File: config.mk
export PLATFORM = sky130hd
export DESIGN_NAME = mux_arb_nx
export DESIGN_NICKNAME = d
export VERILOG_FILES = /design/src/rtl/mux_arb_pkg.sv /design/src/rtl/rr_arbiter.sv /design/src/rtl/mux_arb_nx.sv
export SDC_FILE = /design/constraint.sdc
export NUM_CORES = 1
export LEC_CHECK = 0
export BUFFER_PORTS_ARGS = -buffer_cell sky130_fd_sc_hd__buf_4
export CAP_MARGIN = 15
export CORE_MARGIN = 5
export CORE_UTILIZATION = 45
export CTS_BUF_LIST = sky130_fd_sc_hd__clkbuf_8
export CTS_CLUSTER_DIAMETER = 30
export DETAILED_ROUTE_END_ITERATION = 12
export GPL_ROUTABILITY_DRIVEN = 0
export GPL_TIMING_DRIVEN = 1
export HOLD_SLACK_MARGIN = 0.08
export PLACE_DENSITY = 0.85
export SLEW_MARGIN = 20
export SYNTH_ARGS = -nofsm -noshare
export SYNTH_HDL_FRONTEND = slang
export SYNTH_SLANG_ARGS = --single-unit
File: constraint.sdc
create_clock -name CLK -period 5.05 [get_ports CLK]
set_input_delay 0.505 -clock CLK [delete_from_list [all_inputs] [get_ports CLK]]
set_output_delay 0.505 -clock CLK [all_outputs]
set_load 0.05 [all_outputs]
File: src/rtl/mux_arb_pkg.sv
// Shared constants for the mux_arb_nx datapath selector: mode encodings,
// default sizing and an index-width helper.
package mux_arb_pkg;

    typedef enum logic {
        MODE_FIXED = 1'b0,
        MODE_RR    = 1'b1
    } mode_e;

    localparam int unsigned DEF_WIDTH    = 16;
    localparam int unsigned DEF_CHANNELS = 4;

    // Index width that stays at least one bit wide for degenerate sizes.
    function automatic int unsigned idx_w(input int unsigned n);
        return (n > 1) ? $clog2(n) : 1;
    endfunction

endpackage

File: src/rtl/rr_arbiter.sv
// Round-robin arbiter: masked priority pick starting at ptr, falling back
// to the unmasked request vector so the search wraps modulo N.
module rr_arbiter
    import mux_arb_pkg::*;
#(
    parameter  int unsigned N  = 4,
    localparam int unsigned PW = idx_w(N)
) (
    input  logic [N-1:0]  req,
    input  logic [PW-1:0] ptr,
    input  logic          en,
    output logic [N-1:0]  grant,
    output logic [PW-1:0] grant_idx,
    output logic          any
);

    logic [N-1:0] mask;
    logic [N-1:0] masked;
    logic [N-1:0] pick;

    always_comb begin
        mask = '0;
        for (int unsigned i = 0; i < N; i++) begin
            mask[i] = (i >= 32'(ptr));
        end
        masked = req & mask;
        pick   = (|masked) ? masked : req;

        grant     = '0;
        grant_idx = '0;
        any       = 1'b0;
        if (en) begin
            // Descending scan so the lowest set bit is the last one written.
            for (int unsigned i = N; i > 0; i--) begin
                if (pick[i-1]) begin
                    grant_idx = PW'(i - 1);
                end
            end
            any = |req;
            if (any) begin
                grant[grant_idx] = 1'b1;
            end
        end
    end

endmodule

File: src/rtl/mux_arb_nx.sv
// N-channel registered selector with valid/ready handshake; fixed-select or
// round-robin. Optional macro MUX_ARB_LOCK_EN adds a Lock input for bursts.
module mux_arb_nx
    import mux_arb_pkg::*;
#(
    parameter  int unsigned WIDTH    = DEF_WIDTH,
    parameter  int unsigned CHANNELS = DEF_CHANNELS,
    localparam int unsigned SEL_W    = $clog2(CHANNELS)
) (
    input  logic                      CLK,
    input  logic                      Reset,
    input  logic [CHANNELS*WIDTH-1:0] InData,
    input  logic [CHANNELS-1:0]       InValid,
    output logic [CHANNELS-1:0]       InReady,
    input  logic [SEL_W-1:0]          S,
    input  logic                      Mode,
`ifdef MUX_ARB_LOCK_EN
    input  logic                      Lock,
`endif
    output logic [WIDTH-1:0]          OutputExit,
    output logic                      OutValid,
    input  logic                      OutReady,
    output logic [SEL_W-1:0]          OutSrc
);

    logic                load;
    logic                rr_mode;
    logic [SEL_W-1:0]    ptr;
    logic [SEL_W-1:0]    ptr_next;
    logic [CHANNELS-1:0] rr_grant;
    logic [SEL_W-1:0]    rr_idx;
    logic                rr_any;
    logic                fix_ok;
    logic [CHANNELS-1:0] grant_oh;
    logic [SEL_W-1:0]    grant_idx;
    logic                any_grant;
    logic                in_xfer;
    logic [WIDTH-1:0]    sel_data;

    assign rr_mode = (Mode == MODE_RR);

    rr_arbiter #(
        .N(CHANNELS)
    ) u_rr (
        .req       (InValid),
        .ptr       (ptr),
        .en        (rr_mode),
        .grant     (rr_grant),
        .grant_idx (rr_idx),
        .any       (rr_any)
    );

    always_comb begin
        load   = !OutValid || OutReady;
        // Out-of-range selects can only occur when CHANNELS is not a power of two.
        fix_ok = (32'(S) < CHANNELS) && InValid[S];

        grant_oh  = '0;
        grant_idx = '0;
        any_grant = 1'b0;
        if (rr_mode) begin
            grant_oh  = rr_grant;
            grant_idx = rr_idx;
            any_grant = rr_any;
        end else if (fix_ok) begin
            grant_oh[S] = 1'b1;
            grant_idx   = S;
            any_grant   = 1'b1;
        end

        InReady = (!Reset && load && any_grant) ? grant_oh : '0;
        in_xfer = |InReady;

        sel_data = '0;
        for (int unsigned i = 0; i < CHANNELS; i++) begin
            if (32'(grant_idx) == i) begin
                sel_data = InData[i*WIDTH +: WIDTH];
            end
        end
    end

    always_comb begin
        ptr_next = ptr;
        if (in_xfer && rr_mode) begin
            ptr_next = (32'(grant_idx) == CHANNELS - 1) ? '0 : grant_idx + SEL_W'(1);
`ifdef MUX_ARB_LOCK_EN
            if (Lock) begin
                ptr_next = grant_idx;
            end
`endif
        end
    end

    always_ff @(posedge CLK or posedge Reset) begin
        if (Reset) begin
            OutputExit <= '0;
            OutValid   <= 1'b0;
            OutSrc     <= '0;
            ptr        <= '0;
        end else begin
            ptr <= ptr_next;
            if (in_xfer) begin
                OutputExit <= sel_data;
                OutSrc     <= grant_idx;
                OutValid   <= 1'b1;
            end else if (OutReady) begin
                OutValid <= 1'b0;
            end
        end
    end

endmodule
# [After elaboration in Yosys (flattened, before gate mapping)]
# Index checks and enable logic that the tools add are counted.
[classes] addsub=1 order_cmp=7 n_eq_ne=3 muxes=27 bitwise_logic=1 reduce_logical=13
[ops] cell="$mux 16" count=4
[ops] cell="$mux 4" count=5
[ops] cell="$mux 2" count=8
[ops] cell="$reduce_or 4->1" count=3
[ops] cell="$mux 1" count=7
[ops] cell="$lt 2x3->1 const B" count=2
[ops] cell="$logic_and 1x1->1" count=5
[ops] cell="$and 4x4->4" count=1
[ops] cell="$demux 1 s2" count=2
[ops] cell="$eq 2x2->1 const B" count=2
[ops] cell="$ge 1x2->1 const A" count=2
[ops] cell="$ge 2x1->1 const B" count=2
[ops] cell="$add 2x1->2 const B" count=1
[ops] cell="$bmux 1 s2" count=1
[ops] cell="$eq 2x1->1 const B" count=1
[ops] cell="$ge 2x2->1 const A" count=1
[ops] cell="$logic_not 1->1" count=2
[ops] cell="$logic_not 2->1" count=1
[ops] cell="$reduce_bool 2->1" count=1
[ops] cell="$logic_or 1x1->1" count=1
[word_totals] regBits=21 in_bits=74 out_inout_bits=23 word_cells=56

# [Depth between registers and ports, before layout]
# Gate-level depths: netlist (run 1).
[depth] depth_word=18 ltp_mapped=13 ltp_nobuf=11

# [By module]
# From an unflattened synthesis (run 1), not the netlist that was laid out.
[unflattened] cells_unflattened=185 hier_area_um2=1664.1
[by_module_without_submodules] mod="mux_arb_nx" instances=1 cells_per_inst=162 area_each_um2=1522.7 seq_area_each_um2=525.5
[by_module_without_submodules] mod="rr_arbiter" instances=1 cells_per_inst=23 area_each_um2=141.4 seq_area_each_um2=0.0

# [Worst setup path before layout (run 1)]
# Ideal clock, no wire load.
[synth_path] path_type="in2reg" startpoint="in S[1]" endpoint="reg OutputExit[10]" setup_ns=0.077 arrival_time_ns=2.702 t_required_ns=4.973 slack_ns=2.270 cell_stages=13 n_path_buf=3 cell_sequence="buf_6 -> mux2_4 -> and2_1 -> a21oi_1 -> inv_1 -> ha_1 -> buf_2 -> nor2b_1 -> buf_4 -> a221oi_1 -> nor3_1 -> a21oi_1 -> a21oi_1"
[synth_via] elab_chain_cells=9 elab_cells_between_ends=24 classes_between="order compare (2); eq/ne (3); mux (15); reduce/logical (4)"
[synth_rtl] item="start, declared" line_no="mux_arb_nx.sv:15" source="input logic [SEL_W-1:0] S,"
[synth_rtl] item="$bmux 1 s2 (*)" line_no="mux_arb_nx.sv:56" source="fix_ok = (32'(S) < CHANNELS) && InValid[S];"
[synth_rtl] item="$mux 1 (implied by the code) (*)" line_no="mux_arb_nx.sv:56"
[synth_rtl] item="$mux 2 (*)" line_no="mux_arb_nx.sv:65" source="end else if (fix_ok) begin"
[synth_rtl] item="$mux 2 (*)" line_no="mux_arb_nx.sv:61" source="if (rr_mode) begin"
[synth_rtl] item="named net grant_idx[0]" line_no="mux_arb_nx.sv:35" source="logic [SEL_W-1:0] grant_idx;"
[synth_rtl] item="$logic_not 2->1" line_no="mux_arb_nx.sv:76" source="if (32'(grant_idx) == i) begin"
[synth_rtl] item="$mux 16 (3 in a row)" line_no="mux_arb_nx.sv:76"
[synth_rtl] item="$mux 16 (*)" line_no="mux_arb_nx.sv:76"
[synth_rtl] item="end signal, assigned" line_no="mux_arb_nx.sv:103" source="OutputExit <= sel_data;"
[synth_rtl] item="end, declared" line_no="mux_arb_nx.sv:20" source="output logic [WIDTH-1:0] OutputExit,"
# Mark *: on every way through the listed nets, which the timed path passes. The rest lies on a longest branch. The select of a mux whose other input is x is not followed.
# A chain may end at the register's enable or synchronous reset.

# [Final worst setup path (run 1)]
[layout_path] startpoint="reg ptr[1]" endpoint="reg OutputExit[15]"
[layout_via] elab_cells_between_ends=29 classes_between="order compare (5); eq/ne (3); mux (16); bitwise (1); reduce/logical (4)"
[layout_lines] item="start, declared" line_no="mux_arb_nx.sv:28" source="logic [SEL_W-1:0] ptr;"
[layout_lines] item="start signal, assigned" line_no="mux_arb_nx.sv:101" source="ptr <= ptr_next;"
[layout_lines] item="$ge 1x2->1 / $ge 2x2->1 (equally long branches)" line_no="rr_arbiter.sv:24" source="mask[i] = (i >= 32'(ptr));"
[layout_lines] item="$and 4x4->4 (*)" line_no="rr_arbiter.sv:26" source="masked = req & mask;"
[layout_lines] item="$reduce_or 4->1" line_no="rr_arbiter.sv:27" source="pick = (|masked) ? masked : req;"
[layout_lines] item="$mux 4 (*)" line_no="rr_arbiter.sv:27"
[layout_lines] item="$mux 2 (3 in a row)" line_no="rr_arbiter.sv:35" source="if (pick[i-1]) begin"
[layout_lines] item="$mux 2 (*)" line_no="rr_arbiter.sv:35"
[layout_lines] item="$mux 2 (*)" line_no="rr_arbiter.sv:32" source="if (en) begin"
[layout_lines] item="$mux 2 (*)" line_no="mux_arb_nx.sv:61"
[layout_lines] item="named net grant_idx[0]" line_no="mux_arb_nx.sv:35"
[layout_lines] item="$logic_not 2->1" line_no="mux_arb_nx.sv:76"
[layout_lines] item="$mux 16 (3 in a row)" line_no="mux_arb_nx.sv:76"
[layout_lines] item="$mux 16 (*)" line_no="mux_arb_nx.sv:76"
# Marked as above.

==> impl_metrics.ini, run 1 <==
[clocking]
clock_latency_ns = 0.26
cts_tree = yes
post_cts_buffers = 0
htreeDepth = 1
cts_buffers = 3
cts_buffer_depth = 2
clk_pin_slew_ns = 0.08
clock_sinks = 21
hold_buffers = 0
cts_resized = 0
cts_root_buf = clkbuf_8

[worst_setup_path]
r2r_setup_slack_ns = 1.49
crit_arrival_ns = 3.73
r2r-end = OutputExit[15]
crit_slowest_cell = nor2b_1
path_max_fanout = 18
path_cells = nand2b_1 -> a21o_1 -> o221a_2 -> a21oi_1 -> inv_1 -> ha_1 -> nor2b_1 -> a221oi_1 -> nor3_1 -> a21oi_1 -> a21oi_1
rr_worst_depth = 11
regToRegStartpoint = ptr[1]
start_kind = flip-flop
max_stage_delay_ns = 0.85
worst_setup_path_end_kind = flip-flop
required_ns = 5.22
cpMostUsedCell = a21oi_1
crit_type = reg -> reg

[synth]
synth-async-reset-ratio = 1.00
yosysTopAreaCellShare = 0.341
yosysWarnings = 0
ys_types = 33
yosys_most_used_dff = dfrtp_1
synth_nets = 264
synth.area.top_cells = dfrtp_1, a21oi_1, a221oi_1
syn_area_um2 = 1540
synth_cells = 186
synth-seq-area-share = 0.341
ys_ff_latch = 21
yosysTopAreaCell = dfrtp_1
synth_edf_count = 0
synth_commonest_cells = a21oi_1, dfrtp_1, nor2b_1
synth_most_common_cell = a21oi_1
syn-mean-instance-area_um2 = 8.29

[timing]
period_needed_ns = 3.56
layout_worst_path_cycle_share = 0.705
slew_viol_final = 0
worst_pin_slew_ns = 0.995
slew_headroom = 0.335
fmax_mhz = 281
setup_viol = 0
fin_ws_ns = 1.49
grt_setup_unrepaired = false
hold_violations = 0
worst_clock_skew_ns = 0.00874
setup_tns_ns = 0
holdWs_ns = 0.399

[route]
final_antenna_net_count = 0
drc = 0
first_iter_violations = 119
num_vias = 1682
first_pass_iters = 4
wl_per_cell_um = 14.9
wl_um = 4730
vias_per_cell = 5.31

[placement]
pre_cts_ws_ns = 1.35
place.port_buffers = 96
hpwlAfterDp_um = 3800

[global_routing]
grt_max_degree = 41
grt_usage = 0.198
grt_overflow_total = 0
grt_pass1_vias = 1573
antenna_found_initial = 0
grt_pass1_wl_um = 7150

[finish]
fill_cells = 291
syn_to_final_growth_pct = 48.1
drive_gt1_frac = 0.399
final_core_util = 0.685
final_nets = 350
ff_latch_area_um2 = 526
diodes = 0
multiInputGateArea_um2 = 908

[floorplanning]
die_h_um = 68.6
ios = 97
core_um2 = 3340
start_util = 0.462
die_area_um2 = 4700
core.rowCount = 21
die_x_um = 68.6

[pwr]
leakagePower_uw = 0.00107
power.density_nw_per_um2 = 435
power_switching_uw = 486
swShare = 0.488
ir_worst_vdd_v = 0.000166
internal_power_uw = 509
combPwrFrac = 0.621
power_uw = 995
p_clk_frac = 0.110
seqPwrFrac = 0.269

[hold_path]
hp-class = in -> async

[outcome]
outcome = finished clean

[job]
maxCapViolCount = 0
## per-stage QoR
stage | std cells | area (um2)
3_3_place_gp | 313 | 2240
3_5_place_dp | 313 | 2240
2_1_floorplan | 186 | 1540
4_1_cts | 317 | 2280
5_1_grt | 317 | 2280
6_report | 317 | 2280
## layout by cell type, fill, tap and decap left out, types with 2 or more instances in the layout
| cell type | count |
|---|---|
| dfrtp_1 | 21 |
| a21oi_1 | 37 |
| mux2i_1 | 2 |
| nor3_1 | 16 |
| ha_1 | 3 |
| a221oi_1 | 15 |
| o21ai_0 | 2 |
| a22oi_1 | 3 |
| a21o_1 | 3 |
| nor2b_1 | 21 |
| nand2_1 | 2 |
| nor2_1 | 20 |
| mux2_2 | 2 |
| inv_1 | 7 |
| nand2b_1 | 2 |
| buf_4 | 96 |
| clkbuf_8 | 3 |
## worst max-delay path, delay by kind of cell (launching register included)
| family | cells | cell delay [ns] |
|---|---|---|
| buffers and inverters | 1 | 0.13 |
| AOI/OAI and AO/OA | 6 | 1.15 |
| DFF | 1 | 0.43 |
| and+or+nand+nor | 3 | 1.31 |
| adders and majority gates | 1 | 0.44 |
## power by group through the flow
stage,clock network (uW),registers (uW),logic (uW)
after floorplan,0,445,250
after global placement,0,268,607
after detailed placement,0,271,616
after CTS,110,268,618
after global routing,119,275,666
final,109,268,618
## kinds of logic (layout without fill, tap and decap cells)
kind of cell	count (synthesis)	count (layout)	share of synthesized area
AND/OR/NAND/NOR	65	65	0.215
adder cells (fa/ha/maj)	4	4	0.0324
flip-flops	21	21	0.341
multiplexers	5	5	0.0373
buffers and inverters	22	107	0.0722
AO/OA/AOI/OAI	69	69	0.303
## worst max-delay path by stage
stage           start        endpoint  cells after the start
4_1_cts        ptr[1]  OutputExit[15]                     11
5_1_grt        ptr[1]   OutputExit[0]                     11
6_report       ptr[1]  OutputExit[15]                     11
3_5_place_dp     S[1]  OutputExit[15]                     11
2_1_floorplan    S[1]  OutputExit[10]                     13
3_3_place_gp     S[1]   OutputExit[6]                     11
## final cells by class
class,instances,share of cell area
clock buffer,3,0.0181
clock inverter,1,0.00219
inverter,7,0.0115
multi-input combinational,143,0.398
sequential,21,0.230
tap,46,0.0252
timing repair buffer,96,0.315
## sequential cells by signal, summed over array words and instances (netlist names)
name	count
OutputExit	16
OutSrc	2
ptr	2
OutValid	1
## routing by layer
| metal | wire length [um] | vias up | part of all wire | global-route usage |
|---|---|---|---|---|
| met5 | 0 | - | 0 | 0 |
| met2 | 2260 | 61 | 0.48 | 0.304 |
| met4 | 34 | 0 | 0.0072 | 0.0447 |
| met3 | 349 | 2 | 0.074 | 0.0276 |
| li1 | - | 848 | - | - |
| met1 | 2090 | 771 | 0.44 | 0.292 |
Power figures use the tool's default switching activity.
==> inputs of run 2 (changes only) <==
- CORE_UTILIZATION: 45 -> 44
- PLACE_DENSITY: 0.85 -> 0.83
- clock period: 5.05 -> 3.3 ns (I/O delays scaled with it)
==> run 2 against run 1 <==
Register-to-register slack got worse by 0.76 ns. Power is 54% higher. Sequential power is 52% higher. Worst hold slack got worse by 0.17 ns. Worst setup slack worse by 0.76 ns. Via count rose by 0.83%. Non-clock buffer count is 5 higher. Wire length decreased by 2.2%. First-iteration DRC count is 39% lower. Final area grew 2.1%. Critical path type unchanged.
==> impl_metrics.ini, run 2 (same netlist as run 1, synthesis figures left out) <==
[global_routing]
grt_pass1_vias = 1609
grt_max_degree = 41
grt_overflow_total = 0
grt_usage = 0.186
grt_pass1_wl_um = 7570
antenna_found_initial = 0

[finish]
final_cells = 322
diodes = 0
top_regs = OutputExit x16, OutSrc x2, ptr x2
largest_reg_flops = 16
largest-register = OutputExit
drive_gt1_frac = 0.406
layout_commonest_cell = buf_4
final_cell_mix = buf_4, a21oi_1, dfrtp_1, nor2b_1, nor2_1
final_nets = 355
syn_to_final_growth_pct = 51.2
final_core_util = 0.693

[timing]
worst_clock_skew_ns = 0.00287
slew_viol_final = 0
hold_violations = 0
grt_setup_unrepaired = false
fmax_mhz = 388
period_needed_ns = 2.57
worst_pin_slew_ns = 0.800
slew_headroom = 0.466
setup_viol = 0
setup_tns_ns = 0
fin_ws_ns = 0.725
layout_worst_path_cycle_share = 0.780

[worst_setup_path]
regToRegStartpoint = ptr[1]
worst_setup_path_end_kind = flip-flop
r2r_setup_slack_ns = 0.73
required_ns = 3.43
crit_type = reg -> reg
r2r-end = OutputExit[13]
crit_arrival_ns = 2.71
path_max_fanout = 15
start_kind = flip-flop
rr_worst_depth = 12

[pwr]
internal_power_uw = 794
p_clk_frac = 0.111
swShare = 0.482
seqPwrFrac = 0.266
combPwrFrac = 0.624
leakagePower_uw = 0.00110
power_switching_uw = 738
power.density_nw_per_um2 = 657
ir_worst_vdd_v = 0.000276
power_uw = 1530

[clocking]
htreeDepth = 1
cts_buffer_depth = 2
post_cts_buffers = 0
cts_resized = 0
clock_sinks = 21
cts_buffers = 3
cts_root_buf = clkbuf_8
clock_latency_ns = 0.26
clk_pin_slew_ns = 0.08
cts_tree = yes
hold_buffers = 0

[outcome]
outcome = finished clean

[route]
wl_um = 4620
vias_per_cell = 5.27
first_iter_violations = 72
final_antenna_net_count = 0
wl_per_cell_um = 14.3
drc = 0
num_vias = 1696
first_pass_iters = 4

[placement]
dp.cells = 318
hpwlAfterDp_um = 3650
place.port_buffers = 96
pre_cts_ws_ns = 0.703

[floorplanning]
core_um2 = 3360
die_h_um = 69.2
die_x_um = 69.2
ios = 97
die_area_um2 = 4790
core.rowCount = 21
start_util = 0.459

[hold_path]
hp-class = in -> async

[job]
maxCapViolCount = 0
==> run 2: cell types whose count changed in the layout (fill, tap and decap cells not counted), sizes merged <==
| cell | change |
|---|---|
| buf | +5 |
==> run 2: power by group through the flow <==
stage / combinational (uW) / sequential (uW) / clock [uW]
global route: 1030 / 420 / 181
floorplan: 382 / 682 / 0
CTS: 959 / 407 / 170
global placement: 946 / 408 / 0
detailed placement: 952 / 412 / 0
finish: 956 / 407 / 169
==> run 2: how the worst max path moves through the flow <==
stage               cells past startpoint  slack, ns              to        from
floorplan                              13       0.70  OutputExit[10]        S[1]
global placement                       12       0.78   OutputExit[6]  InValid[0]
detailed placement                     12       0.70  OutputExit[12]  InValid[0]
CTS                                    12       0.72   OutputExit[6]      ptr[1]
global route                           12       0.39   OutputExit[9]      ptr[1]
finish                                 12       0.73  OutputExit[13]      ptr[1]
==> run 2: area by class of cell <==
type / instances / area [um2]
clock inverter: 1 / 5.00
clock buffer: 3 / 41.3
timing repair buffer: 101 / 771
fill: 289 / 1030
sequential: 21 / 526
multi-input combinational: 143 / 906
tap: 46 / 57.6
inverter: 7 / 26.3
==> run 2: worst max-delay path: stages (launching register included) <==
cell and delay (ns):
dfrtp_1 0.44, nand2_1 0.13, a311oi_1 0.12, nor3b_1 0.35, a21o_1 0.19, inv_1 0.08, ha_1 0.20, nor2b_1 0.14
buf_4 0.18, a221oi_1 0.28, nor3_1 0.09, a21oi_1 0.17, a21oi_1 0.09
==> run 2: metal layers <==
| layer | GRT usage | part of all wire |
|---|---|---|
| met4 | 0.0325 | 0.0058 |
| met2 | 0.290 | 0.46 |
| met1 | 0.263 | 0.46 |
| met5 | 0 | 0 |
| met3 | 0.0464 | 0.080 |
==> run 2: metrics by stage <==
step	area, um2	hold slack, ns
floorplan	1540	0.307
global placement	2290	0.497
detailed placement	2290	0.503
CTS	2330	0.252
global route	2330	0.293
finish	2330	0.228
==> inputs of run 3 (changes only) <==
- clock period: 3.3 -> 2.4 ns (I/O delays scaled with it)
==> run 3 against run 2 <==
Highest routed layer unchanged. Critical path depth down 1. Final area up 12%. Worst hold slack worse by 0.083 ns. Critical endpoint is now OutputExit[0]. Cell count up 4.7%. Combinational power up 60%. Fmax up 11%.
==> impl_metrics.ini, run 3 (same netlist as run 1, synthesis figures left out) <==
[outcome]
outcome = finished clean

[pwr]
seqPwrFrac = 0.241
p_clk_frac = 0.098
ir_worst_vdd_v = 0.000498
power_switching_uw = 1100
leakagePower_uw = 0.00122
power.density_nw_per_um2 = 886
swShare = 0.476
combPwrFrac = 0.660
internal_power_uw = 1210

[floorplanning]
ios = 97
start_util = 0.459
die_area_um2 = 4790
core.rowCount = 21
core_um2 = 3360
die_h_um = 69.2
die_x_um = 69.2

[timing]
hold_violations = 0
slew_headroom = 0.462
worst_pin_slew_ns = 0.806
fmax_mhz = 432
setup_tns_ns = 0
setup_viol = 0
worst_clock_skew_ns = 0.00274
grt_setup_unrepaired = true
layout_worst_path_cycle_share = 0.964
period_needed_ns = 2.31
holdWs_ns = 0.145
slew_viol_final = 0

[route]
vias_per_cell = 5.45
final_antenna_net_count = 0
wl_um = 5400
num_vias = 1838
drc = 0
wl_per_cell_um = 16.0
first_iter_violations = 124
first_pass_iters = 4

[clocking]
cts_tree = yes
htreeDepth = 1
clk_pin_slew_ns = 0.08
hold_buffers = 0
cts_buffer_depth = 2
cts_buffers = 3
cts_root_buf = clkbuf_8
clock_sinks = 21
clock_latency_ns = 0.26

[finish]
largest-register = OutputExit
syn_to_final_growth_pct = 69.6
final_cells = 337
final_cell_mix = buf_4, a21oi_1, dfrtp_1, nor2_1, nor2b_1
diodes = 0
top_regs = OutputExit x16, OutSrc x2, ptr x2
drive_gt1_frac = 0.512
final_nets = 370
layout_commonest_cell = buf_4
largest_reg_flops = 16

[worst_setup_path]
crit_arrival_ns = 2.44
crit_type = reg -> reg
path_max_fanout = 17
worst_setup_path_end_kind = flip-flop
startpoint = ptr[1]
start_kind = flip-flop
regToRegStartpoint = ptr[1]
required_ns = 2.53

[global_routing]
grt_pass1_vias = 1815
antenna_found_initial = 0
grt_usage = 0.204
grt_max_degree = 41
grt_pass1_wl_um = 8250
grt_overflow_total = 0

[job]
maxCapViolCount = 0

[placement]
dp.cells = 332
place.port_buffers = 96
hpwlAfterDp_um = 3820

[hold_path]
hp-class = in -> async
==> run 3: cell types whose count changed in the layout (fill, tap and decap cells not counted), sizes merged <==
cell    before  now
inv          7    8
buf        101  116
clkinv       1    0
==> run 3: layer usage <==
layer	GRT usage	wire, um	vias to the layer above
met2	0.337	2660	89
li1	-	-	885
met5	0	0	-
met3	0.0783	552	10
met4	0.0586	80	0
met1	0.248	2110	854
==> run 3: final timing paths <==
| kind | cells after the start | slack, ns | endpoint |
|---|---|---|---|
| setup / recovery | 11 | 0.09 | OutputExit[0] |
| hold / removal | 2 | 0.14 | OutSrc[0] |
| setup reg to reg | 11 | 0.09 | OutputExit[0] |
| hold reg to reg | 2 | 0.53 | OutputExit[1] |
| max in group asynchronous | 2 | 1.75 | OutputExit[5] |
| min in group CLK | 3 | 0.28 | OutputExit[1] |
==> run 3: area by class of cell <==
class	instances	area (um2)
fill	265	747
multi-input combinational	143	1070
sequential	21	526
timing repair buffer	116	891
clock inverter	1	3.75
tap	46	57.6
inverter	7	26.3
clock buffer	3	41.3
==> run 3: what timing repair did <==
action	4_1_cts	5_1_grt
pin swaps	0	8
buffers inserted	1	0
gates resized for setup	2	27
endpoints found under the setup margin	15	16
==> run 3: critical path: stages, from the launching register on <==
cell and delay [ns]:
dfrtp_1 0.42, nand2b_1 0.16, a21o_1 0.19, o221a_2 0.15, a21oi_4 0.20, inv_2 0.08, ha_4 0.18, buf_6 0.17
a221oi_1 0.33, nor3_1 0.09, a21oi_1 0.12, a21oi_1 0.08
==> run 3: power by group through the flow <==
| stage | combinational (uW) | sequential (uW) | clock (uW) |
|---|---|---|---|
| after floorplan | 530 | 937 | 0 |
| after global placement | 1360 | 557 | 0 |
| after detailed placement | 1370 | 559 | 0 |
| after CTS | 1410 | 554 | 229 |
| after global routing | 1640 | 580 | 244 |
| final | 1530 | 560 | 228 |
==> run 3: per-stage QoR <==
| step | total power (uW) | worst slack, ns | utilization | instance area, um2 |
|---|---|---|---|---|
| 6_report | 2320 | 0.0856 | 0.778 | 2620 |
| 5_1_grt | 2460 | -0.115 | 0.778 | 2620 |
| 4_1_cts | 2190 | 0.000510 | 0.732 | 2460 |
| 3_5_place_dp | 1930 | -0.234 | 0.709 | 2380 |
| 3_3_place_gp | 1910 | -0.156 | 0.709 | 2380 |
| 2_1_floorplan | 1470 | 0.0380 | - | 1550 |
